==> config.mk <==
export PLATFORM = sky130hd
export DESIGN_NAME = gestor_jugada
export DESIGN_NICKNAME = d
export VERILOG_FILES = /design/src/rtl/gestor_jugada.sv
export SDC_FILE = /design/constraint.sdc
export NUM_CORES = 1
export LEC_CHECK = 0
export ABC_AREA = 1
export CORE_MARGIN = 5
export CORE_UTILIZATION = 49
export CTS_CLUSTER_DIAMETER = 50
export DETAILED_ROUTE_END_ITERATION = 12
export GPL_ROUTABILITY_DRIVEN = 0
export PLACE_DENSITY = 0.81
export SYNTH_ARGS = -nofsm -noshare
export SYNTH_HDL_FRONTEND = slang
export SYNTH_SLANG_ARGS = --single-unit
==> constraint.sdc <==
create_clock -name clk -period 3.8 [get_ports clk]
set_clock_uncertainty 0.1 [all_clocks]
set_input_delay 0.76 -clock clk [delete_from_list [all_inputs] [get_ports clk]]
set_output_delay 0.76 -clock clk [all_outputs]
set_load 0.02 [all_outputs]
==> src/rtl/gestor_jugada.sv <==
// Turn manager for a column-drop board game (Connect-Four style).
// The player moves a one-hot cursor across the non-full columns and drops a
// piece. The piece settles one row per cycle from the bottom. Once it has
// landed, FT pulses for one cycle.
module gestor_jugada #(
  parameter int COLS = 7,
  parameter int ROWS = 6
) (
  input  logic                              clk,
  input  logic                              reset,
  input  logic                              enable,
  input  logic                              btnIzq,
  input  logic                              btnDer,
  input  logic                              btnEnt,
  input  logic                              jugador,
  output logic                              FT,
  output logic [COLS-1:0]                   posicion,
  output logic [ROWS-1:0][COLS-1:0]         tablero,
  output logic [ROWS-1:0][COLS-1:0]         fichas,
  output logic [$clog2(ROWS)-1:0]           fila_jugada,
  output logic [$clog2(COLS)-1:0]           col_jugada,
  output logic                              tablero_lleno,
  output logic [1:0]                        o_estado
);

  localparam int CW = $clog2(COLS);
  localparam int RW = $clog2(ROWS);
  localparam logic [CW:0] LP_COLS = (CW+1)'(COLS);

  typedef enum logic [1:0] {
    S_SELECT = 2'd0,
    S_DROP   = 2'd1,
    S_DONE   = 2'd2
  } state_t;

  state_t                    r_state;
  state_t                    w_state_next;
  logic [CW-1:0]             r_col;
  logic [CW-1:0]             r_drop_col;
  logic [RW-1:0]             r_row;
  logic                      r_player;
  logic [ROWS-1:0][COLS-1:0] r_tablero;
  logic [ROWS-1:0][COLS-1:0] r_fichas;
  logic [RW-1:0]             r_fila;
  logic [CW-1:0]             r_colj;
  logic                      r_izq_q;
  logic                      r_der_q;
  logic                      r_ent_q;

  logic                      w_ev_izq;
  logic                      w_ev_der;
  logic                      w_ev_ent;
  logic [COLS-1:0]           w_full;
  logic [CW-1:0]             w_right;
  logic                      w_right_ok;
  logic [CW-1:0]             w_left;
  logic                      w_left_ok;
  logic [CW:0]               w_sr;
  logic [CW:0]               w_sl;
  logic                      w_start;
  logic                      w_move_r;
  logic                      w_move_l;
  logic                      w_place;

  // Button protocol: an event is a single-cycle 0->1 transition of a level
  // input. Events are consumed only in SELECT with enable high. Events that
  // arrive in any other cycle are dropped and never queued.
  assign w_ev_izq = btnIzq & ~r_izq_q;
  assign w_ev_der = btnDer & ~r_der_q;
  assign w_ev_ent = btnEnt & ~r_ent_q;

  // A column is full exactly when its top cell is occupied.
  assign w_full = r_tablero[ROWS-1];

  // Nearest non-full column in each direction, with wrap. The loop runs from
  // the farthest candidate to the nearest, so the nearest match wins.
  always_comb begin
    w_right    = r_col;
    w_right_ok = 1'b0;
    w_left     = r_col;
    w_left_ok  = 1'b0;
    w_sr       = '0;
    w_sl       = '0;
    for (int k = COLS - 1; k >= 1; k--) begin
      w_sr = {1'b0, r_col} + (CW+1)'(k);
      if (w_sr >= LP_COLS) w_sr = w_sr - LP_COLS;
      if (!w_full[w_sr[CW-1:0]]) begin
        w_right    = w_sr[CW-1:0];
        w_right_ok = 1'b1;
      end
      w_sl = {1'b0, r_col} + LP_COLS - (CW+1)'(k);
      if (w_sl >= LP_COLS) w_sl = w_sl - LP_COLS;
      if (!w_full[w_sl[CW-1:0]]) begin
        w_left    = w_sl[CW-1:0];
        w_left_ok = 1'b1;
      end
    end
  end

  // Next-state and control decode. Drop wins over moves, and opposing moves cancel.
  always_comb begin
    w_state_next = r_state;
    w_start      = 1'b0;
    w_move_r     = 1'b0;
    w_move_l     = 1'b0;
    w_place      = 1'b0;
    case (r_state)
      S_SELECT: begin
        if (enable) begin
          if (w_ev_ent) begin
            if (!w_full[r_col]) begin
              w_start      = 1'b1;
              w_state_next = S_DROP;
            end
          end else if (w_ev_der ^ w_ev_izq) begin
            w_move_r = w_ev_der;
            w_move_l = w_ev_izq;
          end
        end
      end
      S_DROP: begin
        if (!r_tablero[r_row][r_drop_col]) begin
          w_place      = 1'b1;
          w_state_next = S_DONE;
        end
      end
      S_DONE:  w_state_next = S_SELECT;
      default: w_state_next = S_SELECT;
    endcase
  end

  // State register.
  always_ff @(posedge clk) begin
    if (reset) r_state <= S_SELECT;
    else       r_state <= w_state_next;
  end

  // Datapath: edge samples, cursor, drop scan, and board contents.
  always_ff @(posedge clk) begin
    if (reset) begin
      r_izq_q    <= 1'b0;
      r_der_q    <= 1'b0;
      r_ent_q    <= 1'b0;
      r_col      <= '0;
      r_drop_col <= '0;
      r_row      <= '0;
      r_player   <= 1'b0;
      r_tablero  <= '0;
      r_fichas   <= '0;
      r_fila     <= '0;
      r_colj     <= '0;
    end else begin
      r_izq_q <= btnIzq;
      r_der_q <= btnDer;
      r_ent_q <= btnEnt;
      if (w_move_r && w_right_ok) r_col <= w_right;
      if (w_move_l && w_left_ok)  r_col <= w_left;
      if (w_start) begin
        r_drop_col <= r_col;
        r_player   <= jugador;
        r_row      <= '0;
      end
      if (r_state == S_DROP && !w_place) r_row <= r_row + 1'b1;
      if (w_place) begin
        r_tablero[r_row][r_drop_col] <= 1'b1;
        r_fichas[r_row][r_drop_col]  <= r_player;
        r_fila                       <= r_row;
        r_colj                       <= r_drop_col;
      end
      // The board has just been updated. Move the cursor off a column that is now full.
      if (r_state == S_DONE && w_full[r_col] && w_right_ok) r_col <= w_right;
    end
  end

  assign FT            = (r_state == S_DONE);
  assign posicion      = {{(COLS-1){1'b0}}, 1'b1} << r_col;
  assign tablero       = r_tablero;
  assign fichas        = r_fichas;
  assign fila_jugada   = r_fila;
  assign col_jugada    = r_colj;
  assign tablero_lleno = &w_full;
  assign o_estado      = r_state;

endmodule

* Yosys cells after proc, flatten, opt, wreduce, memory -nomap -nowiden
Index checks and enable logic that the tools add are counted.
** Storage, ports and cells
- Bits in registers :: 105
- Output and inout port bits :: 101
- Word-level logic and storage cells :: 202
** Cells by class
- Add/sub/neg operators :: 26
- Magnitude comparators :: 29
- Equality and inequality tests :: 7
- Shift-type cells :: 1
- Muxes and demuxes :: 95
- Bitwise operators :: 8
- Reduce and logical (&&, ||, !) cells :: 14
** Operators by type and width (number)
- two-way mux 3 bit :: 29
- less-than comparator 3 x 4 -> 1 bit (second input constant) :: 15
- greater-or-equal comparator 4 x 3 -> 1 bit (second input constant) :: 12
- binary-select mux 1 bit (select 3 bit) :: 14
- bitwise mux 42 bit :: 1
- bitwise OR 42 bit :: 1
- two-way mux 1 bit :: 41
- subtractor 3 bit (second input constant) :: 12
- binary-select mux 7 bit (select 3 bit) :: 1
- demux 7 bit (select 3 bit) :: 1
- adder 3 x 3 -> 4 bit (second input constant) :: 4
- two-way mux 7 bit :: 2
- subtractor 4 x 3 -> 4 bit (second input constant) :: 3
- adder 3 x 2 -> 4 bit (second input constant) :: 2
- two-way mux 2 bit :: 4
- inequality test 2 bit (second input constant) :: 4
- inequality test 8 x 7 -> 1 bit (second input constant) :: 1
- subtractor 4 x 2 -> 4 bit (second input constant) :: 2
- logical AND 1 bit :: 7
- AND reduction 7 bit :: 1
- << shifter 1 x 3 -> 7 bit (first input constant) :: 1
- greater-or-equal comparator 3 x 1 -> 1 bit (second input constant) :: 2
- adder 3 x 1 -> 4 bit (second input constant) :: 1
- case mux 2 bit (2 select lines) :: 1
- 14 further kinds :: 18

* Longest topological paths before layout
- Depth after elaboration :: 15
- Gate-level depth with buffers :: 28
- Depth with buffers taken out :: 27

* Worst setup path before layout
Ideal clock, no wire load.
- Path type :: flip-flop to flip-flop
- Start point :: reg r_col[0]
- End point :: reg r_col[2]
- Arrival time :: 3.420 ns
- Path slack :: 0.171 ns
- Stages on the path, launching flop included :: 25
- Period minus slack after synthesis :: 3.629 ns
- Cell sequence :: dfxtp_1 clkinv_1 buf_1 ha_1 buf_2 clkinv_1 ha_1 inv_1 nand3_1 nand2_1 nand3_1 nand2_1 inv_1 nor2_1 nor2_1 nand2_1 nand2_1 nor2_1 nand3_1 nand2_1 nand2_1 o21ai_1 inv_1 nand2_1 inv_1
** Between the ends
- Cells in the longest elaborated chain, start to end :: 15
** RTL lines
- start, declared :: RTL line 38 : logic [CW-1:0] r_col;
- start signal, assigned :: RTL line 156 : if (w_move_r && w_right_ok) r_col <= w_right;
- start signal, assigned :: RTL line 157 : if (w_move_l && w_left_ok) r_col <= w_left;
- start signal, assigned :: RTL line 171 : if (r_state == S_DONE && w_full[r_col] && w_right_ok) r_col <= w_right;
- adder 3 x 3 -> 4 bit :: RTL line 91 : w_sl = {1'b0, r_col} + LP_COLS - (CW+1)'(k);
- subtractor 4 x 3 -> 4 bit :: RTL line 91
- greater-or-equal comparator 4 x 3 -> 1 bit / subtractor 3 bit (equally long branches) :: RTL line 92 : if (w_sl >= LP_COLS) w_sl = w_sl - LP_COLS;
- two-way mux 3 bit :: RTL line 92
- binary-select mux 1 bit (select 3 bit) :: RTL line 93 : if (!w_full[w_sl[CW-1:0]]) begin
- two-way mux 1 bit (implied by the code) :: RTL line 93
- two-way mux 1 bit (6 in series) :: RTL line 93
- logical AND 1 bit :: RTL line 157
- inequality test 8 x 7 -> 1 bit (no source line), or another cell as far along
- AND reduction 2 bit (no source line) / two-way mux 3 bit (equally long branches)
Several ways; a longest one is shown, not always the timed one. The select of a mux whose other input is x is not followed.
A chain may end at the register's enable or synchronous reset.

* Worst setup path in the final report
- Start point :: reg r_col[0]
- End point :: reg r_col[1]
Same word-level chain as after synthesis.

==> metrics <==
top-area cell type share of the netlist area 0.309; Slew Limit Fails 0; Worst-path clk slew 0.08 ns; boundary pin count 108; Final Non-Filler Cells 1373; critical path's largest stage delay 0.46 ns; per-cell routed wire length 16.9 um; fraction of registers with async set or reset after synthesis 0; Filler cells 1310; Tot GR Track Use 0.278; FF+latch count, synth 105; Pwr Density 389 nW/um2; initial antenna violation count 1; top post-synthesis cells by area dfxtp_1 31%, nand2_1 15%, nand3_1 9.8%; Slew Limit Headroom 0.425; vias per cell 5.91; CTS tree done; drc violations 0; Max Cap Viol 0; synthesis-to-finish area growth 23.3%; vias in the first global route 7415; Min Clock Period, post-route 3.54 ns; TritonRoute pass-1 iters 5; crit path launch type flip-flop; CP max-delay cell fa_1; critical path fanouts, max 31; area leader, netlist dfxtp_1; Root Buffer Master clkbuf_16; multi-input logic area 4060 um2; YS warnings 0; Die W 128 um; leakage power 3.28 nW; std cell rows 43; Hold-fix buffers, CTS 0; ant diodes 0; worst hold path type flip-flop to flip-flop; nets 1217; worst skew pair latency 0.36 ns; Arr. time, crit path 3.70 ns; critical path's top delay family compound AO/OA/AOI/OAI gates; status complete, no violations; Synth Cell Area 6800 um2; Port Buffers 107; maximum clock path buffer count 2; CP required 3.96 ns; Hold Slack 0.366 ns; worst-margin pin slew 0.862 ns; total negative slack 0 ns; aggregate routed wire length 23200 um; DR iter-0 viols 801; final worst-path cycle share 0.931; H-tree levels 3; CP bufs+invs 4; CP Class flip-flop to flip-flop; VDD IR-drop max 0.282 mV; fmax 283 MHz; Detail Route Antenna Nets 0; register area share after synthesis 0.309; Worst setup EP type flip-flop; total core area 13700 um2; DIE AREA 16300 um2; Initial Util 0.496; Synth Instances 1099; Final Hold Viols 0; DP Cell Count 1354; first-pass GRT wire length 37100 um; Vias 8111; pin count of the biggest net entering global routing 79; clk sinks 105; HPWL after DPL 16300 um; crit path cell chain buf_4 -> ha_1 -> inv_1 -> fa_1 -> o21ai_1 -> inv_1 -> o21ai_0 -> a21oi_1 -> o21bai_1 -> nand2_1 -> nor2_1 -> nand3_1 -> o21ai_0 -> nand2_1 -> inv_1 -> nand2_1 -> a21oi_1; Post-Route Utilization 0.611; Synthesized Nets 1128; Mean Syn Cell Area 6.19 um2; most common flop cell mapped by yosys dfxtp_1; layout cells sized above 1 0.0553; register area 2100 um2; Netlist cell types 44; TritonCTS Buffers 9; Die Height 128 um; number of synthesized flops with an enable pin 0; Final setup viols 0; grt ovf 0
-- metal layers --
metal  track usage  share of wire
met5             0        0.00060
met1         0.367           0.41
met3        0.0546           0.10
met2         0.443           0.46
met4         0.118          0.033
-- cell usage after synthesis, types with 2 or more instances --
library cell	n
a22oi_1	9
buf_4	4
a21oi_1	124
o311ai_0	2
clkinv_1	2
nand3b_1	2
xor2_1	3
o21ai_1	17
xnor2_1	2
nor2_1	108
nand2_1	272
nand3_2	2
inv_1	97
clkbuf_1	32
o21bai_1	2
and2_1	2
nor3_1	7
buf_2	13
inv_2	11
ha_1	21
nand3_1	133
a41oi_1	2
dfxtp_1	105
o21ai_0	66
nor3_2	3
nand4_1	29
o22ai_1	3
buf_1	3
o211ai_1	8
-- layout by cell type (no fill, tap or decap), types with 2 or more instances in the layout --
master / count
nand2_1: 270
nand3_1: 133
a21oi_1: 123
nor2_1: 107
clkdlybuf4s50_1: 106
dfxtp_1: 105
inv_1: 96
o21ai_0: 62
nand4_1: 29
buf_4: 24
o21ai_1: 21
ha_1: 20
inv_2: 12
a22oi_1: 9
clkbuf_16: 9
o211ai_1: 8
nor3_1: 7
nor3_2: 3
o22ai_1: 3
nand2_2: 3
xor2_1: 3
clkinvlp_4: 2
nand3_2: 2
a41oi_1: 2
nand3b_1: 2
o21bai_1: 2
o311ai_0: 2
xnor2_1: 2
and2_1: 2
clkbuf_8: 2
-- worst reg2reg max path, cell delays in order (launching register included) --
cell	delay [ns]
dfxtp_1	0.35
buf_4	0.35
ha_1	0.25
inv_1	0.07
fa_1	0.46
o21ai_1	0.34
inv_1	0.10
o21ai_0	0.09
a21oi_1	0.05
o21bai_1	0.23
nand2_1	0.15
nor2_1	0.15
nand3_1	0.09
o21ai_0	0.16
nand2_1	0.15
inv_1	0.09
nand2_1	0.05
a21oi_1	0.19
-- registers in the layout, summed over array words and instances (netlist names) --
name / count
r_izq_q: 1
r_player: 1
fila_jugada: 3
fichas: 42
r_drop_col: 3
r_row: 3
r_ent_q: 1
tablero: 35
o_estado: 2
w_full: 7
r_col: 3
r_der_q: 1
col_jugada: 3
-- power breakdown --
| group | internal [W] | switching [W] | total [W] |
|---|---|---|---|
| clock network | 0.000555 | 0.000434 | 0.000989 |
| registers | 0.00111 | 0.0000180 | 0.00113 |
| logic | 0.000357 | 0.000785 | 0.00114 |
| total | 0.00202 | 0.00124 | 0.00326 |
-- cell families after synthesis --
| kind of cell | after synthesis | share of synthesized area |
|---|---|---|
| XOR/XNOR | 6 | 0.00883 |
| adder cells (fa/ha/maj) | 22 | 0.0416 |
| flip-flops | 105 | 0.309 |
| AND/OR/NAND/NOR | 562 | 0.354 |
| AO/OA/AOI/OAI | 240 | 0.190 |
| buffers and inverters | 164 | 0.0964 |
-- repair_timing --
item | in CTS | in global routing
buffers inserted | 0 | 3
endpoints found under the hold margin | 0 | 0
setup endpoints to repair | 0 | 3
resized for setup | 0 | 10
-- layout make-up --
type,instances,area share
Clock buffer,12,0.0306
Tap cell,180,0.0269
Multi-Input combinational cell,830,0.484
Clock inverter,4,0.00686
Inverter,110,0.0497
Sequential cell,105,0.251
Timing Repair Buffer,132,0.151
-- path summary, 6_finish.rpt --
kind | start | end | slack (ns) | depth (start not counted)
worst min-delay path | fichas[30] | fichas[30] | 0.37 | 2
worst min register to register | fichas[30] | fichas[30] | 0.37 | 2
worst max-delay path | r_col[0] | r_col[1] | 0.26 | 17
worst max register to register | r_col[0] | r_col[1] | 0.26 | 17
-- per-stage QoR --
stage | setup WS [ns] | instance area (um2) | power, W
after floorplan | 0.171 | 6800 | 0.00199
after global placement | 0.297 | 8040 | 0.00223
after detailed placement | 0.209 | 8040 | 0.00225
after CTS | 0.179 | 8350 | 0.00322
after global routing | -0.00563 | 8390 | 0.00345
final | 0.261 | 8390 | 0.00326
Power figures use the tool's default switching activity.
